**config.mk**
```make
export PLATFORM = sky130hd
export DESIGN_NAME = gauss5x5_window_flat
export DESIGN_NICKNAME = d
export VERILOG_FILES = /design/src/rtl/gauss5x5_window_if.sv /design/src/rtl/gauss5x5_window.sv /design/src/flat_wrapper.sv
export SDC_FILE = /design/constraint.sdc
export NUM_CORES = 1
export LEC_CHECK = 0
export ABC_AREA = 1
export CORE_MARGIN = 4
export CORE_UTILIZATION = 41
export CTS_CLUSTER_DIAMETER = 100
export DETAILED_ROUTE_END_ITERATION = 10
export GPL_ROUTABILITY_DRIVEN = 0
export HOLD_SLACK_MARGIN = 0.05
export PLACE_DENSITY = 0.66
export SETUP_SLACK_MARGIN = 0.1
export SLEW_MARGIN = 20
export SYNTH_ARGS = -nofsm -noshare
export SYNTH_HDL_FRONTEND = slang
export SYNTH_SLANG_ARGS = --single-unit
export TNS_END_PERCENT = 10
```
**constraint.sdc**
```tcl
create_clock -name clk -period 6.18 [get_ports clk]
set_input_delay 1.236 -clock clk [delete_from_list [all_inputs] [get_ports clk]]
set_output_delay 1.236 -clock clk [all_outputs]
set_load 0.03 [all_outputs]
```
**src/rtl/gauss5x5_window_if.sv**
```systemverilog
// gauss5x5_window_if: row-tap input and smoothed-pixel output bundle of the Gaussian window stage
interface gauss5x5_window_if;
  logic       in_valid;
  logic       in_sof;
  logic [7:0] d1;
  logic [7:0] d2;
  logic [7:0] d3;
  logic [7:0] d4;
  logic [7:0] d5;
  logic       out_valid;
  logic       out_sof;
  logic [7:0] out_pix;
  modport master (output in_valid, in_sof, d1, d2, d3, d4, d5, input out_valid, out_sof, out_pix);
  modport slave (input in_valid, in_sof, d1, d2, d3, d4, d5, output out_valid, out_sof, out_pix);
endinterface

```
**src/rtl/gauss5x5_window.sv**
```systemverilog
// gauss5x5_window: separable 1-4-6-4-1 Gaussian over a 5x5 window built from line-buffer taps,
// with pixels whose window is incomplete or wraps a line forced to BORDER_VAL
module gauss5x5_window #(
  parameter int         IMG_W      = 514,
  parameter int         IMG_H      = 480,
  parameter logic [7:0] BORDER_VAL = 8'd0
) (
  input logic clk,
  input logic rst,
  gauss5x5_window_if.slave bus
);
  localparam int CW = $clog2(IMG_W);
  localparam int RW = $clog2(IMG_H);
  logic [CW-1:0] r_col, w_col;
  logic [RW-1:0] r_row, w_row;
  logic [11:0]   r_v [5];
  logic [11:0]   w_vsum;
  logic          r_s1_valid, r_s1_sof, r_s1_border;
  logic [15:0]   r_hsum;
  logic          r_s2_valid, r_s2_sof, r_s2_border;
  logic          r_valid, r_sof;
  logic [7:0]    r_pix;
  // counters hold the position of the next pixel; sof overrides it with (0,0)
  assign w_col  = bus.in_sof ? '0 : r_col;
  assign w_row  = bus.in_sof ? '0 : r_row;
  assign w_vsum = 12'(bus.d1) + 12'(bus.d2) * 12'd4 + 12'(bus.d3) * 12'd6
                + 12'(bus.d4) * 12'd4 + 12'(bus.d5);
  always_ff @(posedge clk or negedge rst) begin
    if (!rst) begin
      r_col       <= '0;
      r_row       <= '0;
      r_v         <= '{default: '0};
      r_s1_valid  <= 1'b0;
      r_s1_sof    <= 1'b0;
      r_s1_border <= 1'b0;
      r_hsum      <= '0;
      r_s2_valid  <= 1'b0;
      r_s2_sof    <= 1'b0;
      r_s2_border <= 1'b0;
      r_valid     <= 1'b0;
      r_sof       <= 1'b0;
      r_pix       <= '0;
    end else begin
      r_s1_valid <= bus.in_valid;
      r_s1_sof   <= bus.in_valid && bus.in_sof;
      if (bus.in_valid) begin
        r_v         <= '{r_v[1], r_v[2], r_v[3], r_v[4], w_vsum};
        r_s1_border <= (w_row < RW'(4)) || (w_col < CW'(4));
        r_col       <= (w_col == CW'(IMG_W - 1)) ? '0 : w_col + CW'(1);
        r_row       <= (w_col != CW'(IMG_W - 1)) ? w_row :
                       (w_row == RW'(IMG_H - 1)) ? '0 : w_row + RW'(1);
      end
      r_hsum      <= 16'(r_v[0]) + 16'(r_v[1]) * 16'd4 + 16'(r_v[2]) * 16'd6
                   + 16'(r_v[3]) * 16'd4 + 16'(r_v[4]);
      r_s2_valid  <= r_s1_valid;
      r_s2_sof    <= r_s1_sof;
      r_s2_border <= r_s1_border;
      r_valid     <= r_s2_valid;
      r_sof       <= r_s2_sof;
      if (r_s2_valid) r_pix <= r_s2_border ? BORDER_VAL : 8'((17'(r_hsum) + 17'd128) >> 8);
    end
  end
  assign bus.out_valid = r_valid;
  assign bus.out_sof   = r_sof;
  assign bus.out_pix   = r_pix;
endmodule

```
**src/flat_wrapper.sv**
```systemverilog
// flat-port wrapper written by rule: the top's interface ports become plain ports
module gauss5x5_window_flat 
#(
  parameter int         IMG_W      = 514,
  parameter int         IMG_H      = 480,
  parameter logic [7:0] BORDER_VAL = 8'd0
)
  (clk, rst, bus_in_valid, bus_in_sof, bus_d1, bus_d2, bus_d3, bus_d4, bus_d5, bus_out_valid, bus_out_sof, bus_out_pix);
  gauss5x5_window_if bus_i ();
  input logic clk;
  input logic rst;
  input wire logic [$bits(bus_i.in_valid)-1:0] bus_in_valid;
  input wire logic [$bits(bus_i.in_sof)-1:0] bus_in_sof;
  input wire logic [$bits(bus_i.d1)-1:0] bus_d1;
  input wire logic [$bits(bus_i.d2)-1:0] bus_d2;
  input wire logic [$bits(bus_i.d3)-1:0] bus_d3;
  input wire logic [$bits(bus_i.d4)-1:0] bus_d4;
  input wire logic [$bits(bus_i.d5)-1:0] bus_d5;
  output wire logic [$bits(bus_i.out_valid)-1:0] bus_out_valid;
  output wire logic [$bits(bus_i.out_sof)-1:0] bus_out_sof;
  output wire logic [$bits(bus_i.out_pix)-1:0] bus_out_pix;
  assign bus_i.in_valid = bus_in_valid;
  assign bus_i.in_sof = bus_in_sof;
  assign bus_i.d1 = bus_d1;
  assign bus_i.d2 = bus_d2;
  assign bus_i.d3 = bus_d3;
  assign bus_i.d4 = bus_d4;
  assign bus_i.d5 = bus_d5;
  assign bus_out_valid = bus_i.out_valid;
  assign bus_out_sof = bus_i.out_sof;
  assign bus_out_pix = bus_i.out_pix;
  gauss5x5_window #(.IMG_W(IMG_W), .IMG_H(IMG_H), .BORDER_VAL(BORDER_VAL)) u_core (.clk(clk), .rst(rst), .bus(bus_i));
endmodule
```
# == Word-level counts from Yosys, hierarchy flattened ==
# Cells that the tools add are included.
# op_classes
n_addsub,11
n_mul,2
n_div,0
order_cmp,2
eq_ne,3
shift,0
muxes,6
bitwise_logic,0
reduce_logical,2
# ops
cell,count
$mux W9,3
$mux W10,2
$add A16 B12 Y16,1
$add A16 B14 Y16,1
$add A16 B15 Y16,1
$add A16 B8 Y16 const B,1
$add A12 B14 Y15,1
$mul A12 B2 Y14 const B,1
$add A12 B10 Y12,1
$add A12 B11 Y12,1
$add A12 B8 Y12,1
$add A8 B10 Y11,1
$add A10 B1 Y10 const B,1
$eq A10 B10 Y1 const B,1
$lt A10 B3 Y1 const B,1
$mul A8 B2 Y10 const B,1
$ne A10 B10 Y1 const B,1
$add A9 B1 Y9 const B,1
$eq A9 B9 Y1 const B,1
$lt A9 B3 Y1 const B,1
$mux W8,1
$logic_and A1 B1 Y1,1
$logic_or A1 B1 Y1,1
# totals
register_bits,111
latchBits,0
ram_bits,0
rom_bits,0
input_bits,44
out_inout_bits,10
n_memories,0

# == Depth between registers and ports, before layout ==
# Gate-level depths: netlist of the first run.
# logic_depth
depth_word,4
mapped_depth,20

# == Least setup slack after synthesis of the first run ==
# OpenSTA, ideal clock, no wires.
# synth_path
path_type,input -> register
startpoint,input bus_d2[0]
endpoint,register u_core.r_v[11] (netlist bit)
setup_time_ns,0.117
t_arrival_ns,4.204
setup_slack_ns,1.859
stages,16
path_buffers,0
path_cell_list,ha_1 > fa_1 > nand3_1 > nand2_1 > xnor2_1 > inv_1 > fa_1 > inv_1 > fa_1 > inv_1 > ha_1 > a21o_1 > o21ai_0 > nand4_1 > nand3_1 > nand2_1
# synth_between
elab_chain_cells,4
# synth_rtl
element,line_no,rtl
start: declaration,flat_wrapper.sv:15,input wire logic [$bits(bus_i.d2)-1:0] bus_d2;
$add A8 B10 Y11,gauss5x5_window.sv:26,assign w_vsum = 12'(bus.d1) + 12'(bus.d2) * 12'd4 + 12'(bus.d3) * 12'd6
$add A12 B11 Y12,gauss5x5_window.sv:26,
$add A12 B10 Y12,gauss5x5_window.sv:27,+ 12'(bus.d4) * 12'd4 + 12'(bus.d5);
$add A12 B8 Y12,gauss5x5_window.sv:27,
end signal: assignment,gauss5x5_window.sv:47,"r_v <= '{r_v[1], r_v[2], r_v[3], r_v[4], w_vsum};"
end: declaration,gauss5x5_window.sv:16,logic [11:0] r_v [5];
# No other way between the ends.
# A chain may end at the register's enable or synchronous reset.

# == Final worst setup path of the first run ==
# Same ends and word-level chain as after synthesis.

==> impl_metrics.py, run 1 <==
metrics = {
    "status": {
        "run_status": "finished clean",
    },
    "floorplan": {
        "die_w_um": 149,
        "rows": 51,
        "core_mm2": 0.0195,
        "start_util": 0.419,
        "design.portCount": 54,
        "die_h_um": 149,
        "die-area_mm2": 0.0223,
    },
    "yosys": {
        "synth.area.top_cells": "dfrtp_1, nand2_1, fa_1, ha_1, inv_1",
        "ys_seq_area_frac": 0.318,
        "ys_warn_count": 0,
        "synthesis.nets": 1215,
        "synth_edf_count": 0,
        "synth_ff_type": "dfrtp_1",
        "synth-seq-cells": 104,
        "synthesis.area_mm2": 0.00817,
        "synth.distinct_cells": 40,
        "async_flop_share": 1.00,
        "synth_top_area_cell": "dfrtp_1",
        "synth_top_area_share": 0.318,
        "syn_inst": 1059,
        "yosysMostFrequentCell": "nand2_1",
        "synthTopCellsByCount": "nand2_1, inv_1, dfrtp_1",
        "syn_area_per_cell_um2": 7.72,
    },
    "sta": {
        "slew_violations": 0,
        "setup_tns_ps": 0,
        "setup_viol_count_final": 0,
        "worst_clock_skew_ps": 14.0,
        "grt_setup_unrepaired": "false",
        "period_share": 0.749,
        "fin_crit_ps": 4630,
        "hold_viol_final": 0,
        "slew_headroom": 0.444,
        "tightest_slew_ps": 834,
        "fin_ws_ps": 1550,
        "fmax_mhz": 216,
    },
    "clocking": {
        "ctsRootBufferMaster": "clkbuf_16",
        "cts_tree": "yes",
        "clock_tree.buffer_depth": 2,
        "clk_latency_ps": 360,
        "cts.clk_slew.worst_paths_ps": 70,
        "htree_levels": 3,
        "cts_resized": 0,
        "ctsHoldBuffers": 0,
        "cts_made_buffers": 9,
        "cts.sinks": 104,
        "cts_setup_buffers": 0,
    },
    "setup_path": {
        "worstPathMaxFanout": 4,
        "startpoint": "bus_d2[0]",
        "critPathRequiredTime_ps": 6430,
        "cp-end-kind": "register",
        "crit_chain": "clkdlybuf4s50_1 > ha_1 > fa_1 > nand3_1 > nand2_1 > xnor2_1 > inv_1 > fa_1 > inv_1 > fa_1 > inv_1 > ha_1 > a21o_1 > o21ai_0 > nand4_1 > nand3_1 > nand2_1",
        "path_class": "input port to register",
        "crit_end": "u_core.r_v[11]",
        "slowest_stage": "fa_1",
        "cp.depth": 17,
        "path_buf_inv": 4,
        "startpoint_type": "input port",
        "critPathMaxStageDelay_ps": 530,
        "r2r_cells": 17,
        "r2r_end": "u_core.r_hsum[15]",
        "reg2reg_slack_ps": 1750,
        "cp_top_family": "adder cells",
        "cp_data_arrival_time_ps": 4880,
        "r2r_start": "u_core.r_v[25]",
    },
    "cells_and_area": {
        "seq_area_mm2": 0.00260,
        "multiInputGateArea_mm2": 0.00484,
        "fill_cells": 1951,
        "n_antenna_cell": 0,
        "drive_gt1_frac": 0.0324,
        "nets": 1263,
        "syn2layout_area_growth_pct": 13.5,
    },
    "grt": {
        "grt_pass1_wl_um": 29400,
        "grt_start_max_net_pins": 80,
        "grt_usage": 0.160,
        "grt_pass1_vias": 6596,
        "grt_overflow": 0,
        "antenna_found_initial": 0,
    },
    "worst_hold_path": {
        "worst_hold_path_type": "register to register",
    },
    "routing": {
        "vias": 6658,
        "antenna_left": 0,
        "drt_iter0_drc": 369,
        "routedWlPerCell_um": 12.4,
        "firstDrtPassIters": 4,
        "vias_per_cell": 4.84,
        "routed_wl_um": 17100,
        "remaining_drc_errors": 0,
    },
    "placement": {
        "place.port_buffers": 53,
        "dp_hpwl_um": 13500,
        "pre_cts_ws_ps": 1160,
    },
    "run": {
        "maxCapViolCount": 0,
    },
}
-- how the worst min path moves through the flow --
stage | startpoint | endpoint | slack [ps] | depth (start not counted)
after floorplan | u_core.r_s2_sof | u_core.bus.out_sof | 330 | 0
after global placement | u_core.r_s2_sof | u_core.bus.out_sof | 330 | 0
final | u_core.r_s2_sof | u_core.bus.out_sof | 350 | 0
after CTS | u_core.r_s1_valid | u_core.r_s2_valid | 350 | 0
after global routing | u_core.r_s1_sof | u_core.r_s2_sof | 360 | 0
after detailed placement | u_core.r_s1_valid | u_core.r_s2_valid | 330 | 0
-- layout make-up --
cell class              instances  share of cell area
repair buffers                 56              0.0588
clock buffers                  10              0.0247
well taps                     265              0.0357
inverters                     170              0.0688
flip-flops and latches        104               0.281
clock inverters                 6             0.00971
multi-input cells             766               0.522
-- layer usage --
| metal | vias up | track usage | wire (um) |
|---|---|---|---|
| li1 | 3438 | - | - |
| met3 | 23 | 0.0249 | 599 |
| met4 | 0 | 0.0503 | 306 |
| met2 | 114 | 0.269 | 8010 |
| met5 | - | 0 | 0 |
| met1 | 3083 | 0.213 | 8200 |
-- cells in the final DEF, fill, tap and decap left out, drive strengths merged, types with 43 or more instances in the layout --
cell,count
nand2,320
fa,45
nand3,63
nor2,64
o21ai,66
dfrtp,104
ha,67
inv,171
clkdlybuf4s50,51
a21oi,43
-- cells by family (layout without fill, tap and decap cells) --
| kind of cell | after synthesis | in the layout | share of synthesized area |
|---|---|---|---|
| flops | 104 | 104 | 0.318 |
| simple gates | 477 | 477 | 0.244 |
| fa+ha+maj | 112 | 112 | 0.213 |
| xor+xnor | 43 | 43 | 0.0461 |
| compound gates | 134 | 134 | 0.0889 |
| buf+inv | 189 | 242 | 0.0893 |
-- flip-flops by register name, summed over array words and instances, names as in the netlist, 8 cells and up --
name and cells:
u_core.r_col 10, u_core.r_row 9, u_core.r_v 60, u_core.bus.out_pix 8
u_core.r_hsum 9
-- stage by stage --
stage,cells,hold WS [ps],instance area [um^2],util
floorplan,1059,331,8170,-
global placement,1361,333,8960,0.459
detailed placement,1361,335,8960,0.459
CTS,1377,352,9280,0.475
global route,1377,355,9280,0.475
finish,1377,350,9280,0.475
Power of run 1 is not shown: default switching activity piles up to over one toggle a cycle in this logic, so the estimate is an artifact.
==> run 2: changes to the inputs <==
- clock period: 6.18 -> 4.7 ns (I/O delays scaled with it)
==> impl_metrics.py, run 2 (synthesis gave the netlist of run 1 again) <==
metrics = {
    "sta": {
        "hold_viol_final": 0,
        "fmax_mhz": 233,
        "worst_clock_skew_ps": 10.7,
        "fin_ws_ps": 406,
        "slew_violations": 0,
        "grt_setup_unrepaired": "false",
        "setup_tns_ps": 0,
        "setup_viol_count_final": 0,
        "fin_crit_ps": 4290,
        "period_share": 0.914,
        "slew_headroom": 0.476,
        "tightest_slew_ps": 785,
    },
    "routing": {
        "vias_per_cell": 4.93,
        "vias": 6789,
        "routedWlPerCell_um": 12.6,
        "drt_iter0_drc": 394,
        "routed_wl_um": 17300,
        "firstDrtPassIters": 5,
        "antenna_left": 0,
        "remaining_drc_errors": 0,
    },
    "cells_and_area": {
        "syn2layout_area_growth_pct": 13.1,
        "final_cell_mix": "nand2_1, inv_1, dfrtp_1",
        "final_area_mm2": 0.00925,
        "nets": 1263,
        "final_common_cell": "nand2_1",
        "largest_reg_flops": 60,
        "seq_area_mm2": 0.00260,
        "fill_cells": 1971,
        "n_antenna_cell": 0,
        "top_register": "u_core.r_v",
        "top_regs": "u_core.r_v x60, u_core.r_col x10",
        "multiInputGateArea_mm2": 0.00484,
        "drive_gt1_frac": 0.0333,
    },
    "grt": {
        "grt_pass1_wl_um": 30000,
        "gr-usage-met2": 0.276,
        "grt_busiest_layer": "met2",
        "grt_overflow": 0,
        "grt_pass1_vias": 6686,
        "grt_usage": 0.164,
        "grt_start_max_net_pins": 82,
        "met1_usage": 0.216,
        "use_met3": 0.0213,
        "antenna_found_initial": 0,
    },
    "worst_hold_path": {
        "hold_depth": 0,
        "hp-start": "u_core.r_s1_valid",
        "worst_hold_path_type": "register to register",
        "whs_endpoint": "u_core.r_s2_valid",
    },
    "floorplan": {
        "start_util": 0.419,
        "die_w_um": 149,
        "core_mm2": 0.0195,
        "die_h_um": 149,
        "design.portCount": 54,
        "die-area_mm2": 0.0223,
        "rows": 51,
    },
    "setup_path": {
        "r2r_start": "u_core.r_v[25]",
        "cp_data_arrival_time_ps": 4540,
        "startpoint_type": "register",
        "reg2reg_slack_ps": 410,
        "cp-end-kind": "register",
        "critPathRequiredTime_ps": 4950,
        "r2r_end": "u_core.r_hsum[15]",
        "worstPathMaxFanout": 4,
        "path_class": "register to register",
        "r2r_cells": 17,
    },
    "placement": {
        "placed_cell_area_mm2": 0.00896,
        "place.port_buffers": 53,
        "dp_hpwl_um": 13600,
        "pre_cts_ws_ps": 47.2,
    },
    "clocking": {
        "ctsRootBufferMaster": "clkbuf_16",
        "clk_latency_ps": 360,
        "cts_tree": "yes",
        "htree_levels": 3,
        "clock_tree.buffer_depth": 2,
        "cts.clk_slew.worst_paths_ps": 80,
        "cts.sinks": 104,
        "cts_made_buffers": 9,
        "cts_setup_buffers": 0,
    },
    "run": {
        "maxCapViolCount": 0,
    },
    "status": {
        "run_status": "finished clean",
    },
}
## run 2: cell count changes in the layout (fill, tap and decap cells not counted), sizes merged
| cell | previous run | this run |
|---|---|---|
| clkinv | 2 | 4 |
| bufinv | 2 | 0 |
| clkinvlp | 1 | 3 |
| inv | 171 | 169 |
## run 2: repair_timing
action                                 in CTS  in global routing
setup endpoints to repair                   0                  2
hold buffers                                0                  0
gates resized for setup                     0                  1
endpoints found under the hold margin       0                  0
## run 2: metrics by stage
stage,hold WS (ps),std cells,util
final,351,1377,0.474
after global routing,359,1377,0.474
after CTS,353,1377,0.473
after detailed placement,336,1361,0.459
after global placement,337,1361,0.459
after floorplan,331,1059,-
## run 2: worst max path at each step
stage              startpoint           endpoint  cells after the start
3_5_place_dp        bus_d2[0]     u_core.r_v[11]                     17
3_3_place_gp        bus_d2[0]     u_core.r_v[11]                     17
5_1_grt        u_core.r_v[25]  u_core.r_hsum[15]                     17
4_1_cts        u_core.r_v[25]  u_core.r_hsum[15]                     17
2_1_floorplan       bus_d2[0]     u_core.r_v[11]                     16
6_report       u_core.r_v[25]  u_core.r_hsum[15]                     17
## run 2: area by class of cell
type,instances,share of cell area
Clock inverter,6,0.00487
Timing Repair Buffer,56,0.0594
Clock buffer,10,0.0258
Multi-Input combinational cell,766,0.524
Inverter,170,0.0690
Tap cell,265,0.0359
Sequential cell,104,0.281
## run 2: metal layers
metal,wire length [um],share of wire,up-vias
met5,0,0,-
met4,412,0.024,0
met3,732,0.042,27
met2,8010,0.46,134
met1,8180,0.47,3180
li1,-,-,3448
## run 2: critical path, cell delays in order, from the launching register on
cell and delay (ps):
dfrtp_1 430, ha_1 290, inv_1 110, fa_1 460, o21ai_1 300, xor2_1 140
fa_1 500, inv_1 50, fa_1 520, inv_1 50, ha_1 320, nand2_1 80
inv_1 100, nand3_1 70, o21ai_0 430, nand2_1 170, nand3_1 120, nand2_1 50
Power of run 2 is left out for the same reason.
